[config.mk]
export PLATFORM = sky130hd
export DESIGN_NAME = bus_irq_ctrl
export DESIGN_NICKNAME = d
export VERILOG_FILES = /design/src/rtl/bus_irq_ctrl.sv
export SDC_FILE = /design/constraint.sdc
export NUM_CORES = 1
export LEC_CHECK = 0
export CAP_MARGIN = 20
export CORE_MARGIN = 3
export CORE_UTILIZATION = 53
export DETAILED_ROUTE_END_ITERATION = 8
export GPL_TIMING_DRIVEN = 0
export PLACE_DENSITY = 0.79
export SLEW_MARGIN = 20
export SYNTH_ARGS = -nofsm -noshare
export SYNTH_HDL_FRONTEND = slang
export SYNTH_SLANG_ARGS = --single-unit
[constraint.sdc]
create_clock -name bus_clk -period 2.05 [get_ports bus_clk]
set_input_delay 0.41 -clock bus_clk [delete_from_list [all_inputs] [get_ports bus_clk]]
set_output_delay 0.41 -clock bus_clk [all_outputs]
set_load 0.05 [all_outputs]
[src/rtl/bus_irq_ctrl.sv]
// Interrupt controller on the internal bus: up to 32 edge/level sources, W1C status,
// enable mask and a holdoff counter that coalesces bursts of new events into one irq rise.
module bus_irq_ctrl #(
   parameter int unsigned ADDR           = 0,
   parameter int unsigned DATAWIDTH      = 32,
   parameter logic [31:0] EDGE_MASK      = '1,
   parameter int unsigned HOLDOFF        = 15,
   parameter int unsigned CNTW           = 4,
   parameter bit          BUS_IRQ        = 1'b0,
   parameter int unsigned BUS_ADDR_WIDTH = 16
) (
   input  logic                      bus_clk,
   input  logic                      bus_reset_l,
   input  logic [BUS_ADDR_WIDTH-1:0] bus_addr,
   input  logic                      bus_re,
   input  logic                      bus_we,
   input  logic [31:0]               bus_wr_data,
   output logic [31:0]               bus_rd_data,
   output logic                      bus_rd_ack,
   output logic                      bus_wr_ack,
   output logic                      bus_irq,
   input  logic [DATAWIDTH-1:0]      trig,
   output logic                      irq
);

   localparam logic [BUS_ADDR_WIDTH-1:0] BASE = BUS_ADDR_WIDTH'(ADDR);
   localparam logic [DATAWIDTH-1:0]      EDGE = EDGE_MASK[DATAWIDTH-1:0];

   if (ADDR % 16 != 0) begin : g_addr_chk
      $error("bus_irq_ctrl: ADDR must be 16-byte aligned");
   end
   if (DATAWIDTH < 1 || DATAWIDTH > 32) begin : g_dw_chk
      $error("bus_irq_ctrl: DATAWIDTH must be 1..32");
   end
   if (HOLDOFF > (2 ** CNTW) - 1) begin : g_cnt_chk
      $error("bus_irq_ctrl: HOLDOFF does not fit in CNTW bits");
   end

   logic [DATAWIDTH-1:0] sync_q, s_q, prev_q, status_q, enable_q;
   logic [CNTW-1:0]      count_q;
   logic                 irq_q, rd_ack_q, wr_ack_q;
   logic [31:0]          rd_data_q;

   logic                 hit, re_hit, we_hit, new_evt;
   logic [1:0]           off;
   logic [DATAWIDTH-1:0] set, w1c, rd_mux;

   assign hit    = bus_addr[BUS_ADDR_WIDTH-1:4] == BASE[BUS_ADDR_WIDTH-1:4];
   assign off    = bus_addr[3:2];
   assign re_hit = bus_re && hit;
   assign we_hit = bus_we && hit;

   // Edge bits fire on a 0->1 of the synchronised input; level bits keep setting while high.
   assign set     = (s_q & ~prev_q & EDGE) | (s_q & ~EDGE);
   assign w1c     = (we_hit && off == 2'd0) ? bus_wr_data[DATAWIDTH-1:0] : '0;
   assign new_evt = |(set & ~status_q);

   always_comb begin
      rd_mux = '0;
      unique case (off)
         2'd0:    rd_mux = status_q;
         2'd1:    rd_mux = enable_q;
         2'd2:    rd_mux = s_q;
         default: rd_mux = status_q & enable_q;
      endcase
   end

   always_ff @(posedge bus_clk or negedge bus_reset_l) begin
      if (!bus_reset_l) begin
         sync_q    <= '0;
         s_q       <= '0;
         prev_q    <= '0;
         status_q  <= '0;
         enable_q  <= '0;
         count_q   <= '0;
         irq_q     <= 1'b0;
         rd_ack_q  <= 1'b0;
         wr_ack_q  <= 1'b0;
         rd_data_q <= '0;
      end else begin
         sync_q   <= trig;
         s_q      <= sync_q;
         prev_q   <= s_q;
         status_q <= (status_q & ~w1c) | set;
         if (we_hit && off == 2'd1) begin
            enable_q <= bus_wr_data[DATAWIDTH-1:0];
         end
         if (new_evt) begin
            count_q <= CNTW'(HOLDOFF);
         end else if (count_q != '0) begin
            count_q <= count_q - 1'b1;
         end
         irq_q     <= (count_q == '0) && |(status_q & enable_q);
         rd_ack_q  <= re_hit;
         wr_ack_q  <= we_hit;
         rd_data_q <= re_hit ? 32'(rd_mux) : 32'd0;
      end
   end

   assign irq         = irq_q;
   assign bus_irq     = BUS_IRQ ? irq_q : 1'b0;
   assign bus_rd_ack  = rd_ack_q;
   assign bus_wr_ack  = wr_ack_q;
   assign bus_rd_data = rd_data_q;

   logic unused_bits;
   assign unused_bits = ^{bus_addr[1:0], bus_wr_data};

endmodule

Yosys cells after proc, flatten, opt, wreduce, memory -nomap -nowiden --
Index checks and enable logic that the tools add are counted.
Word-level totals: register bits 199, bits of input ports 84, output and inout port bits 36
Operators by class: add/subtract/negate cells 1, equal/unequal tests 2, mux-type cells 5, bitwise gates (word level) 8, reduce and logical (&&, ||, !) cells 12
Operators by type and width (number):
- AND 32 bit | 4
- NOT 32 bit | 3
- case mux 32 bit (3 select lines) | 1
- two-way mux 32 bit | 2
- OR reduction 32 bit | 2
- bitwise OR 32 bit | 1
- zero test 12 bit | 1
- two-way mux 4 bit | 2
- logical AND 1 bit | 5
- zero test 4 bit | 1
- nonzero test 4 bit | 1
- subtractor 4 x 1 -> 4 bit, second input constant | 1
- equality test 2 x 1 -> 1 bit, second input constant | 1
- equality test 2 bit, second input constant | 1
- zero test 2 bit | 1
- nonzero test 2 bit | 1

Longest topological paths before layout --
Gate-level depths: netlist (run 1).
word-level depth 7, mapped depth 6

Worst setup path after synthesis (run 1) --
Ideal clock, no wire load.
path kind input -> register, from input port bus_addr[9], to register enable_q[10], arrival time 1526 ps, slack 396 ps, stages 5, buffers on the path 1, path through nor4_4 nand4_4 nor2_4 buf_6 mux2_1
Between the ends: longest elaborated chain between the ends 3
Ends and longest elaborated chain:
- start, declared | RTL line 14 | input logic [BUS_ADDR_WIDTH-1:0] bus_addr,
- zero test 12 bit | RTL line 48 | assign hit = bus_addr[BUS_ADDR_WIDTH-1:4] == BASE[BUS_ADDR_WIDTH-1:4];
- logical AND 1 bit | RTL line 51 | assign we_hit = bus_we && hit;
- logical AND 1 bit | RTL line 85 | if (we_hit && off == 2'd1) begin
- end signal, assigned | RTL line 86 | enable_q <= bus_wr_data[DATAWIDTH-1:0];
- end, declared | RTL line 39 | logic [DATAWIDTH-1:0] sync_q, s_q, prev_q, status_q, enable_q;
No other way between the ends. A chain may end at the register's enable or synchronous reset.

Worst setup path after layout (run 1) --
from input port bus_addr[3], to register rd_data_q[20] (netlist: bus_rd_data[20])
Between the ends: longest elaborated chain between the ends 3, elaborated cells between the ends (all ways) 5
Ends and longest elaborated chain:
- equality test 2 bit, or another cell as far along | RTL line 60 | unique case (off)
- case mux 32 bit (3 select lines) * | RTL line 60
- two-way mux 32 bit * | RTL line 96 | rd_data_q <= re_hit ? 32'(rd_mux) : 32'd0;
- end signal, assigned | RTL line 96
- end, declared | RTL line 42 | logic [31:0] rd_data_q;
Mark *: on every way between the ends. The rest lies on a longest branch, timed or not.

==> results of run 1 <==
## repair_timing
item,CTS,global route
hold buffers,1,0
gates cloned,0,0
pin swaps,0,1
resized for setup,1,8
setup endpoints to repair,1,11
endpoints found under the hold margin,40,0
## state kept, by name, summed over array words and instances (netlist names), 4 cells and up
signal	flops
bus_rd_data	32
prev_q	32
count_q	4
s_q	32
status_q	32
enable_q	32
sync_q	32
## routing by layer
metal / part of all wire / routed length [um] / vias up
li1: - / - / 2211
met1: 0.41 / 7420 / 2559
met2: 0.50 / 9070 / 224
met3: 0.069 / 1260 / 38
met4: 0.027 / 497 / 0
met5: 0 / 0 / -
## worst max path at each step
stage | end | start | slack [ns] | cells past startpoint
after floorplan | enable_q[10] | bus_addr[9] | 0.40 | 5
after global placement | sync_q[22] | bus_reset_l | -7.08 | 1
after detailed placement | bus_rd_data[30] | bus_addr[5] | -0.44 | 5
after CTS | bus_rd_data[30] | bus_addr[3] | 0.01 | 6
after global routing | bus_rd_data[3] | bus_addr[9] | 0.008 | 5
final | bus_rd_data[20] | bus_addr[3] | 0.01 | 6
## cell usage in the layout, fill, tap and decap left out, types with 9 or more instances in the layout
cell / count
dfrtp_1: 199
nor3_1: 31
a22oi_1: 16
nor2b_1: 62
clkbuf_16: 17
mux2_1: 32
o22ai_1: 30
nor3b_1: 34
clkbuf_1: 9
nor4_1: 9
nand2b_1: 34
a31oi_1: 32
clkdlybuf4s50_1: 113
## layout make-up
type | instances | share of cell area
inverters | 7 | 0.00280
multi-input cells | 312 | 0.235
clock buffers | 20 | 0.0477
flip-flops and latches | 199 | 0.531
plain buffers | 20 | 0.0128
repair buffers | 118 | 0.131
clock inverters | 11 | 0.0160
well taps | 176 | 0.0235
## synthesized netlist by cell type, types with 2 or more instances
cell / number / area (um2)
dfrtp_1: 199 / 4980
nor2b_1: 62 / 388
nand2b_1: 34 / 213
nor3b_1: 34 / 255
a31oi_1: 32 / 200
mux2_1: 32 / 360
nor3_1: 31 / 155
o22ai_1: 30 / 188
a22oi_1: 16 / 120
clkbuf_1: 11 / 41.3
nor4_1: 9 / 56.3
inv_1: 7 / 26.3
nand4_1: 5 / 31.3
buf_4: 4 / 30.0
nand3_1: 4 / 20.0
buf_6: 3 / 33.8
nor2_1: 3 / 11.3
nor4_4: 3 / 63.8
a2111oi_0: 2 / 17.5
and4_1: 2 / 17.5
buf_2: 2 / 10.0
nand2_1: 2 / 7.51
## critical path: cells and delay by family
| family | cells | cell delay [ns] |
|---|---|---|
| AO/OA/AOI/OAI | 1 | 0.17 |
| buffers and inverters | 2 | 1.07 |
| AND/OR/NAND/NOR | 3 | 0.70 |
## power by group
part | internal [mW] | total (mW) | leakage, nW | switching [mW]
sequential | 4.06 | 4.16 | 2.38 | 0.0961
clock | 1.95 | 3.37 | 0.275 | 1.42
combinational | 0.300 | 0.601 | 1.27 | 0.300
total | 6.31 | 8.13 | 3.92 | 1.82
## logic make-up after synthesis
group | Yosys count
DFF | 199
other | 1
AOI/OAI and AO/OA | 83
and+or+nand+nor | 194
adders and majority gates | 1
muxes | 32
buffers and inverters | 27
xor gates and xnor gates | 1
==> results.py, run 1 <==
metrics = {
    "global_route": {
        "grt_pass1_vias": 5235,
        "met3_usage": 0.0599,
        "grt_max_degree": 87,
        "grt_remaining_overflow": 0,
        "antenna_found_initial": 0,
        "grt_pass1_wl_um": 28300,
        "busiest_layer": "met2",
        "met2_usage": 0.407,
        "grt_use_met1": 0.334,
        "track_usage": 0.254,
    },
    "die": {
        "die-area_um2": 15300,
        "die_h_um": 124,
        "start_util": 0.547,
        "num_rows": 42,
        "die_w_um": 124,
        "core_area_um2": 13400,
        "ios": 120,
    },
    "timing": {
        "fmax_ghz": 0.491,
        "tightest_slew_ns": 0.735,
        "whs_ns": 0.347,
        "fin_crit_ns": 2.04,
        "setup_viol": 0,
        "finClkSkew_ns": 0.00904,
        "report.final.slew_viol_count": 0,
        "final.period_utilization": 0.993,
        "layout_setup_ws_ns": 0.0140,
        "rsz0062_at_grt": "false",
        "setup_tns_ns": 0,
        "max_slew_margin": 0.510,
        "final_hold_viol_count": 0,
    },
    "routing": {
        "drc_errors": 0,
        "vias_per_cell": 5.83,
        "routed_wl_um": 18200,
        "vias": 5032,
        "first_iter_violations": 521,
        "wire_per_inst_um": 21.1,
        "ant_nets": 0,
        "dr.pass1.iters": 7,
    },
    "power_and_ir_drop": {
        "power_mw": 8.13,
        "p_leak_nw": 3.92,
        "pwr_density_cell_nw_per_um2": 867,
        "ir_drop_v": 0.000765,
    },
    "worst_setup_path": {
        "critPathCaptureType": "flop",
        "cpMaxStageDelayCell": "clkbuf_1",
        "slowest_delay_ns": 0.56,
        "reg2reg_from": "s_q[16]",
        "r2r_end": "count_q[2]",
        "start_kind": "primary input",
        "crit_fanout": 10,
        "worstRegToRegCells": 4,
        "critPathRequiredTime_ns": 2.37,
        "critical_path.cell_chain": "clkdlybuf4s50_1, nand2b_1, nand2_1, clkbuf_1, o22ai_1, nor3_1",
        "cp.arrival_ns": 2.35,
        "crit_type": "in2reg",
        "rrSetupSlack_ns": 0.35,
    },
    "clock_tree": {
        "cts_tree": "built",
        "clk_pin_slew_ns": 0.07,
        "cts_buffers": 17,
        "clockBufferDepth": 2,
        "clock-sinks": 199,
        "cts-htree-levels": 4,
        "clk_latency_ns": 0.43,
        "postCtsSetupBuffers": 0,
        "ctsRootBufferMaster": "clkbuf_16",
    },
    "yosys": {
        "synth_fa_ha_area_frac": 0.00171,
        "post_synth_inst_count": 538,
        "ys_warn_count": 0,
        "synthMuxAreaShare": 0.0492,
        "avgSynthCellArea_um2": 13.6,
        "syn-num-nets": 623,
        "ys_seq_elements": 199,
        "synth-simple-area-share": 0.174,
        "synth_xor_area_frac": 0.00120,
        "synth_cell_type_count": 33,
        "mappedNetlistArea_um2": 7330,
        "ys_seq_area_frac": 0.680,
        "synth_top_family_by_area": "simple AND/OR/NAND/NOR gates",
        "ys_async_sr_fraction": 1.00,
        "synth_compound_gate_area_share": 0.0743,
        "synth-edff-count": 0,
        "synth_ff_type": "dfrtp_1",
    },
    "final_layout": {
        "fill_cells": 921,
        "multi_input_area_um2": 2210,
        "num_antenna_cells": 0,
        "final_net_count": 760,
        "instances_no_fill": 863,
        "final_area_um2": 9370,
        "regArea_um2": 4980,
        "drive_above_1_share": 0.0757,
        "fin_util": 0.700,
        "area_growth_pct": 27.9,
    },
    "worst_hold_path": {
        "min_to": "s_q[18]",
        "hold_start": "sync_q[18]",
        "hp-class": "reg2reg",
        "whs_path_depth": 0,
    },
    "run_status": {
        "status": "complete, no violations",
    },
    "placement": {
        "io_buffers": 115,
        "dp_hpwl_um": 12400,
        "routabilityCongestion": 0.851,
        "dpl_cell_area_um2": 8760,
        "dp.cells": 831,
        "pre_cts_slack_ns": -0.444,
    },
    "run": {
        "maxCapViolations": 0,
    },
}
Power figures use the tool's default switching activity.
==> inputs of run 2 (changes only) <==
--- a/config.mk
+++ b/config.mk
@@ -5,12 +5,13 @@
 export SDC_FILE = /design/constraint.sdc
 export NUM_CORES = 1
 export LEC_CHECK = 0
-export CAP_MARGIN = 20
+export CELL_PAD_IN_SITES_DETAIL_PLACEMENT = 0
+export CELL_PAD_IN_SITES_GLOBAL_PLACEMENT = 2
 export CORE_MARGIN = 3
-export CORE_UTILIZATION = 53
+export CORE_UTILIZATION = 36
 export DETAILED_ROUTE_END_ITERATION = 8
 export GPL_TIMING_DRIVEN = 0
-export PLACE_DENSITY = 0.79
+export PLACE_DENSITY_LB_ADDON = 0.1
 export SLEW_MARGIN = 20
 export SYNTH_ARGS = -nofsm -noshare
 export SYNTH_HDL_FRONTEND = slang
==> run 2 against run 1 <==
Hold slack improved by 0.0022 ns. Utilization is 22 points lower. Cell count is 11% higher. Register-to-register slack got worse by 0.05 ns. Clock power hardly changed. Critical path type is now reg2out. Largest cell class unchanged.
==> results.py, run 2 (synthesis results as in run 1) <==
metrics = {
    "timing": {
        "final_hold_viol_count": 0,
        "setup_viol": 0,
        "layout_setup_ws_ns": 0.0699,
        "whs_ns": 0.350,
        "max_slew_margin": 0.462,
        "rsz0062_at_grt": "false",
        "tightest_slew_ns": 0.807,
        "finClkSkew_ns": 0.0109,
        "fin_crit_ns": 1.98,
        "report.final.slew_viol_count": 0,
        "final.period_utilization": 0.966,
        "fmax_ghz": 0.505,
        "setup_tns_ns": 0,
    },
    "final_layout": {
        "fill_cells": 1757,
        "final_area_um2": 9500,
        "final_cell_mix": "dfrtp_1, clkdlybuf4s50_1, nor2b_1",
        "layout_commonest_cell": "dfrtp_1",
        "area_growth_pct": 29.6,
        "num_antenna_cells": 0,
        "final_net_count": 761,
        "drive_above_1_share": 0.0813,
    },
    "global_route": {
        "grt_remaining_overflow": 0,
        "grt_pass1_vias": 5096,
        "antenna_found_initial": 0,
        "grt_max_degree": 74,
        "grt_pass1_wl_um": 30200,
        "track_usage": 0.184,
    },
    "worst_setup_path": {
        "critPathCaptureType": "primary output",
        "path_buf_inv": 1,
        "crit_fanout": 1,
        "critPathRequiredTime_ns": 1.64,
        "cp.arrival_ns": 1.57,
        "reg2reg_from": "s_q[25]",
        "worstRegToRegCells": 4,
        "r2r_end": "count_q[2]",
        "start_kind": "flop",
        "crit_family": "buffers and inverters",
        "crit_type": "reg2out",
        "cpMaxStageDelayCell": "clkdlybuf4s50_1",
        "critical_path.cell_chain": "clkdlybuf4s50_1",
        "rrSetupSlack_ns": 0.30,
        "path_depth": 1,
        "slowest_delay_ns": 0.81,
    },
    "routing": {
        "drc_errors": 0,
        "vias": 4745,
        "routed_wl_um": 19400,
        "vias_per_cell": 4.97,
        "dr.pass1.iters": 4,
        "ant_nets": 0,
        "first_iter_violations": 311,
        "wire_per_inst_um": 20.3,
    },
    "power_and_ir_drop": {
        "ir_drop_v": 0.000507,
        "pwr_density_cell_nw_per_um2": 854,
        "p_leak_nw": 3.95,
        "power_mw": 8.11,
    },
    "die": {
        "start_util": 0.372,
        "core_area_um2": 19700,
        "die_w_um": 149,
        "die_h_um": 149,
        "num_rows": 51,
        "die-area_um2": 22100,
        "ios": 120,
    },
    "placement": {
        "routabilityCongestion": 0.763,
        "io_buffers": 115,
        "dpl_cell_area_um2": 8870,
        "dp_hpwl_um": 13300,
        "pre_cts_slack_ns": -0.549,
    },
    "clock_tree": {
        "clk_latency_ns": 0.43,
        "cts-htree-levels": 4,
        "clk_pin_slew_ns": 0.07,
        "cts_tree": "built",
        "clockBufferDepth": 2,
        "ctsRootBufferMaster": "clkbuf_16",
        "clock-sinks": 199,
        "cts_buffers": 17,
    },
    "run": {
        "maxCapViolations": 0,
    },
    "worst_hold_path": {
        "whs_path_depth": 0,
        "hp-class": "reg2reg",
        "hold_start": "sync_q[11]",
        "min_to": "s_q[11]",
    },
    "run_status": {
        "status": "complete, no violations",
    },
}
run 2: changes by cell type in the layout (fill, tap and decap cells not counted), sizes merged:
cell      previous run  this run
clkbuf              31        28
inv                  8        12
buf                 12        14
clkinv               2         5
clkinvlp             5         2
bufinv               3         2
run 2: report_power, final:
group | internal [mW] | switching, mW | total (mW) | leakage, nW
Sequential | 4.06 | 0.0873 | 4.15 | 2.38
Clock | 1.84 | 1.54 | 3.38 | 0.288
Combinational | 0.299 | 0.290 | 0.589 | 1.27
run 2: how the worst max path moves through the flow:
stage	startpoint	endpoint	slack (ns)
after CTS	bus_addr[10]	status_q[0]	0.01
after detailed placement	bus_addr[10]	bus_rd_data[24]	-0.55
after floorplan	bus_addr[9]	enable_q[10]	0.40
after global routing	bus_rd_data[12]	bus_rd_data[12]	0.02
final	bus_rd_data[0]	bus_rd_data[0]	0.07
after global placement	bus_reset_l	sync_q[27]	-7.63
run 2: worst register-to-register path, stage by stage (launching register included):
cell and delay (ns):
dfrtp_1 0.41, nor3b_1 0.16, nor4_1 0.52, and4_1 0.38, o2111ai_1 0.14
run 2: area by class of cell:
type	instances	area (um2)	area share
tap	265	332	0.0349
timing repair buffer	119	1230	0.130
inverter	7	26.3	0.00277
clock buffer	18	429	0.0452
sequential	199	4980	0.524
multi-input combinational	312	2210	0.233
buffer	20	121	0.0128
clock inverter	14	165	0.0174
run 2: through the flow:
step	util	cells
2_1_floorplan	-	538
3_3_place_gp	0.447	918
3_5_place_dp	0.450	920
4_1_cts	0.481	953
5_1_grt	0.482	954
6_report	0.482	954
run 2: what timing repair did:
action | in CTS | in global routing
endpoints found under the hold margin | 59 | 0
resized for setup | 5 | 4
pin swaps | 0 | 1
endpoints found under the setup margin | 7 | 38
buffers inserted | 0 | 1
hold buffers | 1 | 0
run 2: metal layers:
layer / vias to the layer above / wire length [um] / global-route usage
met1: 2389 / 8790 / 0.251
met3: 18 / 932 / 0.0360
met5: - / 0 / 0
met2: 123 / 9360 / 0.294
li1: 2215 / - / -
met4: 0 / 323 / 0.0670
